===== config.mk =====
export PLATFORM = sky130hd
export DESIGN_NAME = fn_sweep_ctrl_flat
export DESIGN_NICKNAME = d
export VERILOG_FILES = /design/src/rtl/fn_sweep_pkg.sv /design/src/rtl/fn_sweep_ctrl_if.sv /design/src/rtl/and_cell.sv /design/src/rtl/fn_cell.sv /design/src/rtl/or_cell.sv /design/src/rtl/xor_cell.sv /design/src/rtl/fn_sweep_ctrl.sv /design/src/flat_wrapper.sv
export SDC_FILE = /design/constraint.sdc
export NUM_CORES = 1
export LEC_CHECK = 0
export ABC_AREA = 0
export CORE_MARGIN = 2
export CORE_UTILIZATION = 52
export CTS_CLUSTER_SIZE = 20
export DETAILED_ROUTE_END_ITERATION = 6
export GPL_TIMING_DRIVEN = 0
export PLACE_DENSITY_LB_ADDON = 0.2
export SLEW_MARGIN = 20
export SYNTH_ARGS = -nofsm -noshare
export SYNTH_HDL_FRONTEND = slang
export SYNTH_SLANG_ARGS = --single-unit

===== constraint.sdc =====
create_clock -name i_clk -period 2.1 [get_ports i_clk]
set_clock_uncertainty 0.05 [all_clocks]
set_input_delay 0.21 -clock i_clk [delete_from_list [all_inputs] [get_ports i_clk]]
set_output_delay 0.21 -clock i_clk [all_outputs]
set_load 0.05 [all_outputs]

===== src/rtl/fn_sweep_pkg.sv =====
// Shared definitions for the fn_sweep_ctrl slice.
// Holds the sequencer state enum, the golden truth table of
// f(a,b,c,d) = ((a & b) | d) ^ (b & c), and the tile pin indices.
package fn_sweep_pkg;

   typedef enum logic [1:0] {
      IDLE = 2'd0,
      RUN  = 2'd1,
      DONE = 2'd2
   } state_e;

   // Bit i is f at vector index i, where a = i[0], b = i[1], c = i[2], d = i[3].
   localparam logic [15:0] FN_TT = 16'h3F48;

   // io_in pin map
   localparam int unsigned IN_CLK       = 0;
   localparam int unsigned IN_RST       = 1;
   localparam int unsigned IN_START     = 2;
   localparam int unsigned IN_INJECT    = 3;
   localparam int unsigned IN_NIB_LO    = 4;
   localparam int unsigned IN_STEP_MODE = 6;
   localparam int unsigned IN_STEP      = 7;

   // io_out pin map
   localparam int unsigned OUT_BUSY   = 0;
   localparam int unsigned OUT_DONE   = 1;
   localparam int unsigned OUT_PASS   = 2;
   localparam int unsigned OUT_F      = 3;
   localparam int unsigned OUT_NIB_LO = 4;

endpackage


===== src/rtl/fn_sweep_ctrl_if.sv =====
// Tile pin bundle for fn_sweep_ctrl (everything except clk/rst).
//   start, inject, nib_sel[1:0], step_mode, step : control inputs (io_in[7:2])
//   io_out[7:0]                                 : busy/done/pass/f/nibble outputs
interface fn_sweep_ctrl_if;

   logic       start;
   logic       inject;
   logic [1:0] nib_sel;
   logic       step_mode;
   logic       step;
   logic [7:0] io_out;

   modport master (
      output start,
      output inject,
      output nib_sel,
      output step_mode,
      output step,
      input  io_out
   );

   modport slave (
      input  start,
      input  inject,
      input  nib_sel,
      input  step_mode,
      input  step,
      output io_out
   );

endinterface


===== src/rtl/and_cell.sv =====
// 2-input AND primitive.
//   i_a, i_b : operands
//   o_y      : i_a & i_b
module and_cell (
   input  logic i_a,
   input  logic i_b,
   output logic o_y
);
   assign o_y = i_a & i_b;
endmodule


===== src/rtl/fn_cell.sv =====
// Combinational logic cell f(a,b,c,d) = ((a & b) | d) ^ (b & c).
//   i_vec[3:0] : {d, c, b, a}
//   o_f        : cell output
module fn_cell (
   input  logic [3:0] i_vec,
   output logic       o_f
);

   logic w_ab;
   logic w_bc;
   logic w_abd;

   and_cell u_and_ab (.i_a(i_vec[0]), .i_b(i_vec[1]), .o_y(w_ab));
   and_cell u_and_bc (.i_a(i_vec[1]), .i_b(i_vec[2]), .o_y(w_bc));
   or_cell  u_or_abd (.i_a(w_ab),     .i_b(i_vec[3]), .o_y(w_abd));
   xor_cell u_xor_f  (.i_a(w_abd),    .i_b(w_bc),     .o_y(o_f));

endmodule


===== src/rtl/or_cell.sv =====
// 2-input OR primitive.
//   i_a, i_b : operands
//   o_y      : i_a | i_b
module or_cell (
   input  logic i_a,
   input  logic i_b,
   output logic o_y
);
   assign o_y = i_a | i_b;
endmodule


===== src/rtl/xor_cell.sv =====
// 2-input XOR primitive.
//   i_a, i_b : operands
//   o_y      : i_a ^ i_b
module xor_cell (
   input  logic i_a,
   input  logic i_b,
   output logic o_y
);
   assign o_y = i_a ^ i_b;
endmodule


===== src/rtl/fn_sweep_ctrl.sv =====
// Truth-table sweep sequencer for fn_cell.
// Walks all 16 input vectors through one fn_cell, holds each for SETTLE advances,
// captures the table, and compares it with EXPECTED on completion.
//   i_clk   : clock, rising edge
//   i_rst   : asynchronous active-high reset
//   io_pins : start/inject/nib_sel/step_mode/step in, io_out[7:0] out
//             io_out[0] busy, [1] done, [2] pass, [3] live f,
//             [7:4] idx while busy, else captured nibble nib_sel
module fn_sweep_ctrl
   import fn_sweep_pkg::*;
#(
   parameter logic [15:0] EXPECTED = FN_TT,
   parameter int unsigned SETTLE   = 2,
   parameter int unsigned INJ_IDX  = 5
) (
   input  logic           i_clk,
   input  logic           i_rst,
   fn_sweep_ctrl_if.slave io_pins
);

   localparam logic [3:0] SETTLE_LAST = 4'(SETTLE - 1);
   localparam logic [3:0] INJ_SEL     = 4'(INJ_IDX);

   state_e      r_state;
   state_e      w_state_nxt;
   logic [3:0]  r_idx;
   logic [3:0]  r_settle;
   logic [15:0] r_cap;
   logic        r_pass;
   logic        r_start_prev;
   logic        r_step_prev;

   logic        w_start_pulse;
   logic        w_step_pulse;
   logic        w_adv;
   logic        w_sample;
   logic        w_last;
   logic        w_f;
   logic        w_smp_bit;
   logic [15:0] w_cap_smp;
   logic        w_busy;
   logic        w_done;
   logic [3:0]  w_nib;

   fn_cell u_cell (
      .i_vec (r_idx),
      .o_f   (w_f)
   );

   assign w_start_pulse = io_pins.start & ~r_start_prev;
   assign w_step_pulse  = io_pins.step & ~r_step_prev;
   assign w_adv         = (r_state == RUN) && (io_pins.step_mode ? w_step_pulse : 1'b1);
   assign w_sample      = w_adv && (r_settle == SETTLE_LAST);
   assign w_last        = w_sample && (r_idx == 4'd15);
   assign w_smp_bit     = w_f ^ (io_pins.inject && (r_idx == INJ_SEL));

   always_comb begin
      w_cap_smp        = r_cap;
      w_cap_smp[r_idx] = w_smp_bit;
   end

   // State register
   always_ff @(posedge i_clk or posedge i_rst) begin
      if (i_rst) begin
         r_state <= IDLE;
      end else begin
         r_state <= w_state_nxt;
      end
   end

   // Next-state logic; start is ignored while RUN
   always_comb begin
      w_state_nxt = r_state;
      unique case (r_state)
         IDLE:    if (w_start_pulse) w_state_nxt = RUN;
         RUN:     if (w_last)        w_state_nxt = DONE;
         DONE:    if (w_start_pulse) w_state_nxt = RUN;
         default: w_state_nxt = IDLE;
      endcase
   end

   // Sweep datapath
   always_ff @(posedge i_clk or posedge i_rst) begin
      if (i_rst) begin
         r_idx        <= 4'd0;
         r_settle     <= 4'd0;
         r_cap        <= 16'h0;
         r_pass       <= 1'b0;
         // Reset high so a level held across reset release is not seen as an edge
         r_start_prev <= 1'b1;
         r_step_prev  <= 1'b1;
      end else begin
         r_start_prev <= io_pins.start;
         r_step_prev  <= io_pins.step;
         if (w_start_pulse && (r_state != RUN)) begin
            r_idx    <= 4'd0;
            r_settle <= 4'd0;
            r_cap    <= 16'h0;
            r_pass   <= 1'b0;
         end else if (w_sample) begin
            r_cap    <= w_cap_smp;
            r_settle <= 4'd0;
            if (r_idx == 4'd15) begin
               r_pass <= (w_cap_smp == EXPECTED);
            end else begin
               r_idx <= r_idx + 4'd1;
            end
         end else if (w_adv) begin
            r_settle <= r_settle + 4'd1;
         end
      end
   end

   // Outputs
   always_comb begin
      w_busy = (r_state == RUN);
      w_done = (r_state == DONE);
      w_nib  = r_cap[{io_pins.nib_sel, 2'b00} +: 4];
      io_pins.io_out = {(w_busy ? r_idx : w_nib), w_f, (w_done & r_pass), w_done, w_busy};
   end

endmodule


===== src/flat_wrapper.sv =====
// flat-port wrapper written by rule: the top's interface ports become plain ports
module fn_sweep_ctrl_flat import fn_sweep_pkg::*;
#(
   parameter logic [15:0] EXPECTED = FN_TT,
   parameter int unsigned SETTLE   = 2,
   parameter int unsigned INJ_IDX  = 5
)
  (i_clk, i_rst, io_pins_start, io_pins_inject, io_pins_nib_sel, io_pins_step_mode, io_pins_step, io_pins_io_out);
  fn_sweep_ctrl_if io_pins_i ();
  input  logic i_clk;
  input  logic i_rst;
  input wire logic [$bits(io_pins_i.start)-1:0] io_pins_start;
  input wire logic [$bits(io_pins_i.inject)-1:0] io_pins_inject;
  input wire logic [$bits(io_pins_i.nib_sel)-1:0] io_pins_nib_sel;
  input wire logic [$bits(io_pins_i.step_mode)-1:0] io_pins_step_mode;
  input wire logic [$bits(io_pins_i.step)-1:0] io_pins_step;
  output wire logic [$bits(io_pins_i.io_out)-1:0] io_pins_io_out;
  assign io_pins_i.start = io_pins_start;
  assign io_pins_i.inject = io_pins_inject;
  assign io_pins_i.nib_sel = io_pins_nib_sel;
  assign io_pins_i.step_mode = io_pins_step_mode;
  assign io_pins_i.step = io_pins_step;
  assign io_pins_io_out = io_pins_i.io_out;
  fn_sweep_ctrl #(.EXPECTED(EXPECTED), .SETTLE(SETTLE), .INJ_IDX(INJ_IDX)) u_core (.i_clk(i_clk), .i_rst(i_rst), .io_pins(io_pins_i));
endmodule

==> results of run 1 <==
[worst max path at each step]
stage	startpoint	slack (ps)	cells after the start	endpoint
after floorplan	u_core.r_idx[1]	20	7	u_core.r_pass
after global placement	u_core.r_idx[1]	-430	8	u_core.r_cap[2]
after detailed placement	u_core.r_idx[1]	-440	8	u_core.r_cap[2]
after CTS	u_core.r_settle[1]	-70	7	u_core.r_pass
after global routing	u_core.r_idx[1]	-140	7	u_core.r_pass
final	u_core.r_idx[1]	-90	7	u_core.r_pass
[report_power, final]
part	switching, mW	internal [mW]	total, mW
combinational	0.851	0.502	1.35
clock	0.226	0.386	0.613
sequential	0.106	0.660	0.766
[through the flow]
step	std cells	cell area, um^2	setup TNS, ps
2_1_floorplan	219	1920	0
3_3_place_gp	282	2130	-5780
3_5_place_dp	282	2130	-5960
4_1_cts	295	2310	-79.5
5_1_grt	297	2400	-1030
6_report	297	2400	-213
[layer usage]
metal | global-route usage | part of all wire | vias to the layer above
met4 | 0.0824 | 0.019 | 0
met5 | 0 | 0 | -
met2 | 0.415 | 0.48 | 85
met3 | 0.0521 | 0.070 | 9
li1 | - | - | 837
met1 | 0.353 | 0.44 | 868
[state kept, by name, indices dropped and copies added, names as in the netlist]
register and flops:
u_core.r_cap 16, u_core.r_idx 4, u_core.r_pass 1, u_core.r_settle 4
u_core.r_start_prev 1, u_core.r_state 2, u_core.r_step_prev 1
[repair_timing]
| item | CTS | global route |
|---|---|---|
| hold buffers | 0 | 0 |
| pin swaps | 2 | 5 |
| setup buffers | 6 | 2 |
| endpoints found under the setup margin | 20 | 23 |
| gates resized for setup | 26 | 37 |
[layout by cell type (no fill, tap or decap), types with 6 or more instances in the layout]
| cell | count |
|---|---|
| dfrtp_1 | 24 |
| a21o_1 | 6 |
| clkdlybuf4s50_1 | 6 |
| clkbuf_2 | 7 |
| clkbuf_8 | 6 |
| o21ai_0 | 11 |
| nand2b_1 | 8 |
| buf_4 | 12 |
| nor2_1 | 18 |
| nand3_1 | 7 |
| a21oi_1 | 15 |
| nand2_1 | 31 |
[area by class of cell]
cell class / instances / area [um^2] / area share
buffer: 15 / 91.3 / 0.0380
clock inverter: 1 / 30.0 / 0.0125
tap: 48 / 60.1 / 0.0250
timing repair buffer: 23 / 196 / 0.0817
clock buffer: 7 / 86.3 / 0.0359
inverter: 7 / 28.8 / 0.0120
multi-input combinational: 167 / 1180 / 0.491
sequential: 29 / 732 / 0.304
[cells by family (layout without fill, tap and decap cells)]
| family | after synthesis | count (layout) | synth area share |
|---|---|---|---|
| xor+xnor | 3 | 3 | 0.0208 |
| mux | 6 | 6 | 0.0573 |
| flops | 29 | 29 | 0.379 |
| simple gates | 88 | 88 | 0.221 |
| compound gates | 64 | 64 | 0.229 |
| fa+ha+maj | 6 | 6 | 0.0391 |
| buf+inv | 23 | 53 | 0.0541 |
[critical path, delay by kind of cell, from the launching register on]
| kind | cells | cell delay [ps] |
|---|---|---|
| AOI/OAI and AO/OA | 2 | 380 |
| buffers and inverters | 1 | 150 |
| and+or+nand+nor | 3 | 920 |
| DFF | 1 | 440 |
| adders and majority gates | 1 | 160 |
==> key figures, run 1 <==
Logic synthesis
  • Post-Synthesis Cells: 219
  • Post-synth EDFFs: 0
  • Syn_area_per_cell: 8.77 um^2
  • Top area cells in the synthesized netlist: dfrtp_1 35%, nand2_1 6.3%, mux4_2 4.7%, a21oi_1 3.9%, ha_1 3.9%
  • Yosys warns: 0
  • Most numerous cell in the Yosys netlist: nand2_1
  • Synth Net Count: 233
  • Post-synth top area share: 0.352
  • Commonest cells post-synth: 32 x nand2_1, 27 x dfrtp_1, 20 x nor2_1
  • Sequential fraction of the synthesis area: 0.379
  • Synth area leader: dfrtp_1
  • Yosys reg bits: 29
  • Mapped Area: 1920 um^2
  • Main flop type after synthesis: dfrtp_1
  • Ys async rst share: 1.00
  • Count of cell types in the netlist: 49

Drt
  • Wire per inst: 17.1 um
  • Initial DRC count: 151
  • Drt pass-1 iters: 5
  • Via count: 1799
  • Final ANT Viol Nets: 0
  • DRC: 0
  • DR vias/cell: 6.06
  • Total Wirelength: 5090 um

Die
  • Core Footprint: 3610 um^2
  • Die Y: 64.8 um
  • I/O pin total: 16
  • Core Rows: 22
  • Starting Density: 0.533
  • Die width: 64.8 um
  • Die area: 4200 um^2

Power and ir drop
  • PwrDens: 1140 nW/um^2
  • Pwr Total: 2.73 mW
  • Peak supply drop: 0.558 mV
  • Lkg Pwr: 1.12 nW

Critical path
  • CP max FO: 6
  • CP max-delay cell: or4_4
  • CP peak stage delay: 560 ps
  • Worst EP required: 2250 ps
  • R2R setup slack: -90 ps
  • Crit end category: register
  • Crit path launch type: register
  • R2R Path Start: u_core.r_idx[1]
  • Crit path cell chain: buf_6 > ha_4 > or2_4 > a22oi_2 > nand3_1 > or4_4 > o31ai_2
  • Worst reg2reg path depth: 7
  • Crit Path Class: register to register
  • Worst R2R End: u_core.r_pass
  • CP arrival: 2340 ps

Run
  • Max-cap violations: 0

STA
  • Max-Slew Margin vs Limit: 0.590
  • Max-slew violation total from the final report: 0
  • Worst Setup Slack, final: -93.2 ps
  • Peak Freq: 456 MHz
  • RSZ-0062 raised after global routing: yes
  • WHS: 261 ps
  • Slew @ Worst Pin: 614 ps
  • Hold Vio Cnt, Final: 0
  • Crit share post-route: 1.04
  • Final setup violating endpoints: 8
  • Fin crit period: 2190 ps

Clock tree
  • Clk sink count: 29
  • CTS tree: built
  • CTS buffer count: 5
  • Clock latency on the worst-skew pair: 290 ps
  • Reg clk slew, reported paths: 70 ps
  • CTS Buffer Depth: 2
  • Root Buffer: clkbuf_8
  • Max H-tree Level: 2

Global routing
  • GRT Util Overall: 0.259
  • Vias in the first global route: 1731
  • Total gr overflow: 0
  • First-pass GRT wire length: 8310 um
  • Pin count of the biggest net entering global routing: 30
  • Number of antenna violations at the first check in global routing: 0

Finish
  • Finished Core Util: 0.667
  • Final Net Count: 262
  • Fillcell total: 265
  • Ant. Diodes: 0
  • Share of cells above drive strength 1: 0.257
  • Syn-to-layout area delta: 25.2%

Placed design
  • Pre-CTS WS: -443 ps
  • Port-buffer cells: 15
  • GPL Wtd Cong: 1.01
  • DPL Wire Length: 3400 um

Status
  • Status: finished, violations left
  • Failing checks: setup timing

Min path
  • Hold Crit Class: input port to asynchronous set/reset pin
(Power assumes the default switching activity.)
==> run 2, diff against run 1 <==
- SYNTH_HIERARCHICAL: not set -> 1
==> key figures, run 2 <==
STA
  • Final setup violating endpoints: 1
  • Fin crit period: 2250 ps
  • Crit share post-route: 1.07
  • Max-Slew Margin vs Limit: 0.599
  • Hold Vio Cnt, Final: 0
  • Max-slew violation total from the final report: 0
  • RSZ-0062 raised after global routing: yes
  • Worst Setup Slack, final: -150 ps
  • Peak Freq: 444 MHz
  • Slew @ Worst Pin: 601 ps

Logic synthesis
  • Yosys reg bits: 29
  • Yosys warns: 6
  • Sequential fraction of the synthesis area: 0.363
  • Most numerous cell in the Yosys netlist: nand2_1
  • Count of cell types in the netlist: 58
  • Main flop type after synthesis: dfrtp_1
  • Synth area leader: dfrtp_1
  • Ys async rst share: 1.00
  • Top area cells in the synthesized netlist: dfrtp_1 34%, nand2_1 5.4%, a21oi_1 4.7%, mux4_2 4.5%, o21ai_1 4.2%
  • Mapped Area: 2010 um^2
  • Post-synth EDFFs: 0
  • Post-synth top area share: 0.336
  • Commonest cells post-synth: 29 x nand2_1, 27 x dfrtp_1, 19 x a21oi_1
  • Syn_area_per_cell: 8.85 um^2
  • Post-Synthesis Cells: 227
  • Synth Net Count: 241

Clock tree
  • Max H-tree Level: 2
  • CTS tree: built
  • Reg clk slew, reported paths: 60 ps
  • Root Buffer: clkbuf_8
  • Cts hold-fix bufs: 0
  • Clock latency on the worst-skew pair: 280 ps
  • CTS buffer count: 5
  • CTS Buffer Depth: 2
  • Clk sink count: 29

Die
  • Die Y: 66.1 um
  • Core Footprint: 3690 um^2
  • Die width: 66.1 um
  • Die area: 4380 um^2
  • I/O pin total: 16
  • Starting Density: 0.544
  • Core Rows: 22

Finish
  • Ant. Diodes: 0
  • Largest register by flop count: u_core/r_cap
  • Top flop regs: u_core/r_cap x16, u_core/r_idx x4, u_core/r_settle x4
  • Syn-to-layout area delta: 27.2%
  • Max reg flops: 16
  • Share of cells above drive strength 1: 0.301
  • Leading cell type in the layout, fill and taps excluded: nand2_1
  • Commonest non-fill, non-tap cells in the layout: 29 x nand2_1, 26 x dfrtp_1, 18 x a21oi_1
  • Final Net Count: 279
  • Finished Layout Cells: 314
  • Finished Core Util: 0.692

Global routing
  • First-pass GRT wire length: 8850 um
  • Total gr overflow: 0
  • Vias in the first global route: 1792
  • GRT Util Overall: 0.273
  • Pin count of the biggest net entering global routing: 30
  • Number of antenna violations at the first check in global routing: 0

Drt
  • DRC: 0
  • Initial DRC count: 185
  • Via count: 1973
  • Drt pass-1 iters: 5
  • Total Wirelength: 5740 um
  • Wire per inst: 18.3 um
  • DR vias/cell: 6.28
  • Final ANT Viol Nets: 0

Status
  • Status: finished, violations left
  • Failing checks: setup timing

Critical path
  • Crit Path Class: register to register
  • Crit path launch type: register
  • Worst EP required: 2220 ps
  • CP arrival: 2370 ps
  • CP max FO: 4
  • Crit end category: register

Run
  • Max-cap violations: 0

Placed design
  • Port-buffer cells: 15
  • DPL Wire Length: 3690 um
  • Dpl cells: 290
  • GPL Wtd Cong: 0.939
  • Pre-CTS WS: -488 ps

Power and ir drop
  • Peak supply drop: 0.558 mV
  • PwrDens: 1350 nW/um^2
  • Pwr Total: 3.46 mW
  • Lkg Pwr: 1.12 nW

Min path
  • Hold Crit Class: input port to asynchronous set/reset pin
## run 2: cell types whose count changed after synthesis, moves of 3 or more
cell      previous run  this run
a21oi_1             15        19
o21ai_1              0        17
nand2_1             32        29
o21a_1               5         2
nand3_1              7         4
a22o_1               5         1
a21o_1               6         0
nand3b_1             0         4
nor2_1              20         8
o21ai_0             12         7
## run 2: logic make-up (layout without fill, tap and decap cells)
group | Yosys count | in the layout | share of synthesized area
compound gates | 76 | 76 | 0.254
xor+xnor | 5 | 5 | 0.0218
fa+ha+maj | 6 | 6 | 0.0374
buf+inv | 26 | 65 | 0.0654
flops | 29 | 29 | 0.363
mux | 4 | 4 | 0.0449
simple gates | 81 | 81 | 0.214
## run 2: metrics by stage
step / hold slack [ps] / TNS [ps] / instance area [um^2]
finish: 262 / -150 / 2550
global placement: 429 / -4380 / 2230
CTS: 290 / -130 / 2380
floorplan: 164 / -381 / 2020
detailed placement: 448 / -4870 / 2230
global route: 314 / -915 / 2550
## run 2: timing repair
action                                  4_1_cts  5_1_grt
endpoints found under the setup margin       26       24
pin swaps                                     5       10
cloned                                        0        2
buffers inserted                              6        8
gates resized for setup                      27       45
## run 2: final cells by class
cell class	instances	area [um^2]
timing repair buffer	31	278
sequential	29	729
multi-input combinational	172	1260
clock buffer	6	72.6
buffer	17	109
fill	295	1130
clock inverter	2	10.0
inverter	9	36.3
tap	48	60.1
## run 2: final timing paths
path                                        start                 end  slack, ps  depth (start not counted)
worst max-delay path              u_core/r_idx[0]       u_core/r_pass       -150                          9
worst min-delay path                        i_rst     u_core/r_idx[2]        260                          2
worst max register to register    u_core/r_idx[0]       u_core/r_pass       -150                          9
worst min register to register  u_core/r_state[0]   u_core/r_state[0]        460                          1
max in group asynchronous                   i_rst     u_core/r_idx[0]       1310                          2
min in group i_clk                   io_pins_step  u_core/r_step_prev        310                          1
## run 2: critical path, stage by stage, from the launching register on
cell	delay [ps]
dfrtp_2	430
and2_1	160
or2_4	250
xor2_4	220
buf_6	150
xor2_1	190
nor4b_2	70
nor3_1	280
nor4_2	100
a32o_2	240
## run 2: power by group
group	internal (mW)	switching [mW]	total [mW]
sequential	0.703	0.155	0.858
combinational	0.879	1.28	2.16
clock	0.229	0.212	0.441
## run 2: layer usage
metal / track usage / vias up / wire length, um
met3: 0.0664 / 25 / 610
met2: 0.404 / 123 / 2590
met5: 0 / - / 0
met1: 0.375 / 928 / 2350
met4: 0.122 / 0 / 189
li1: - / 897 / -
==> run 3, diff against run 2 <==
- CAP_MARGIN: not set -> 40
- CTS_CLUSTER_SIZE: 20 -> 28
==> results of run 3 <==
The final DEF is identical to that of run 2; final timing and power are the same.
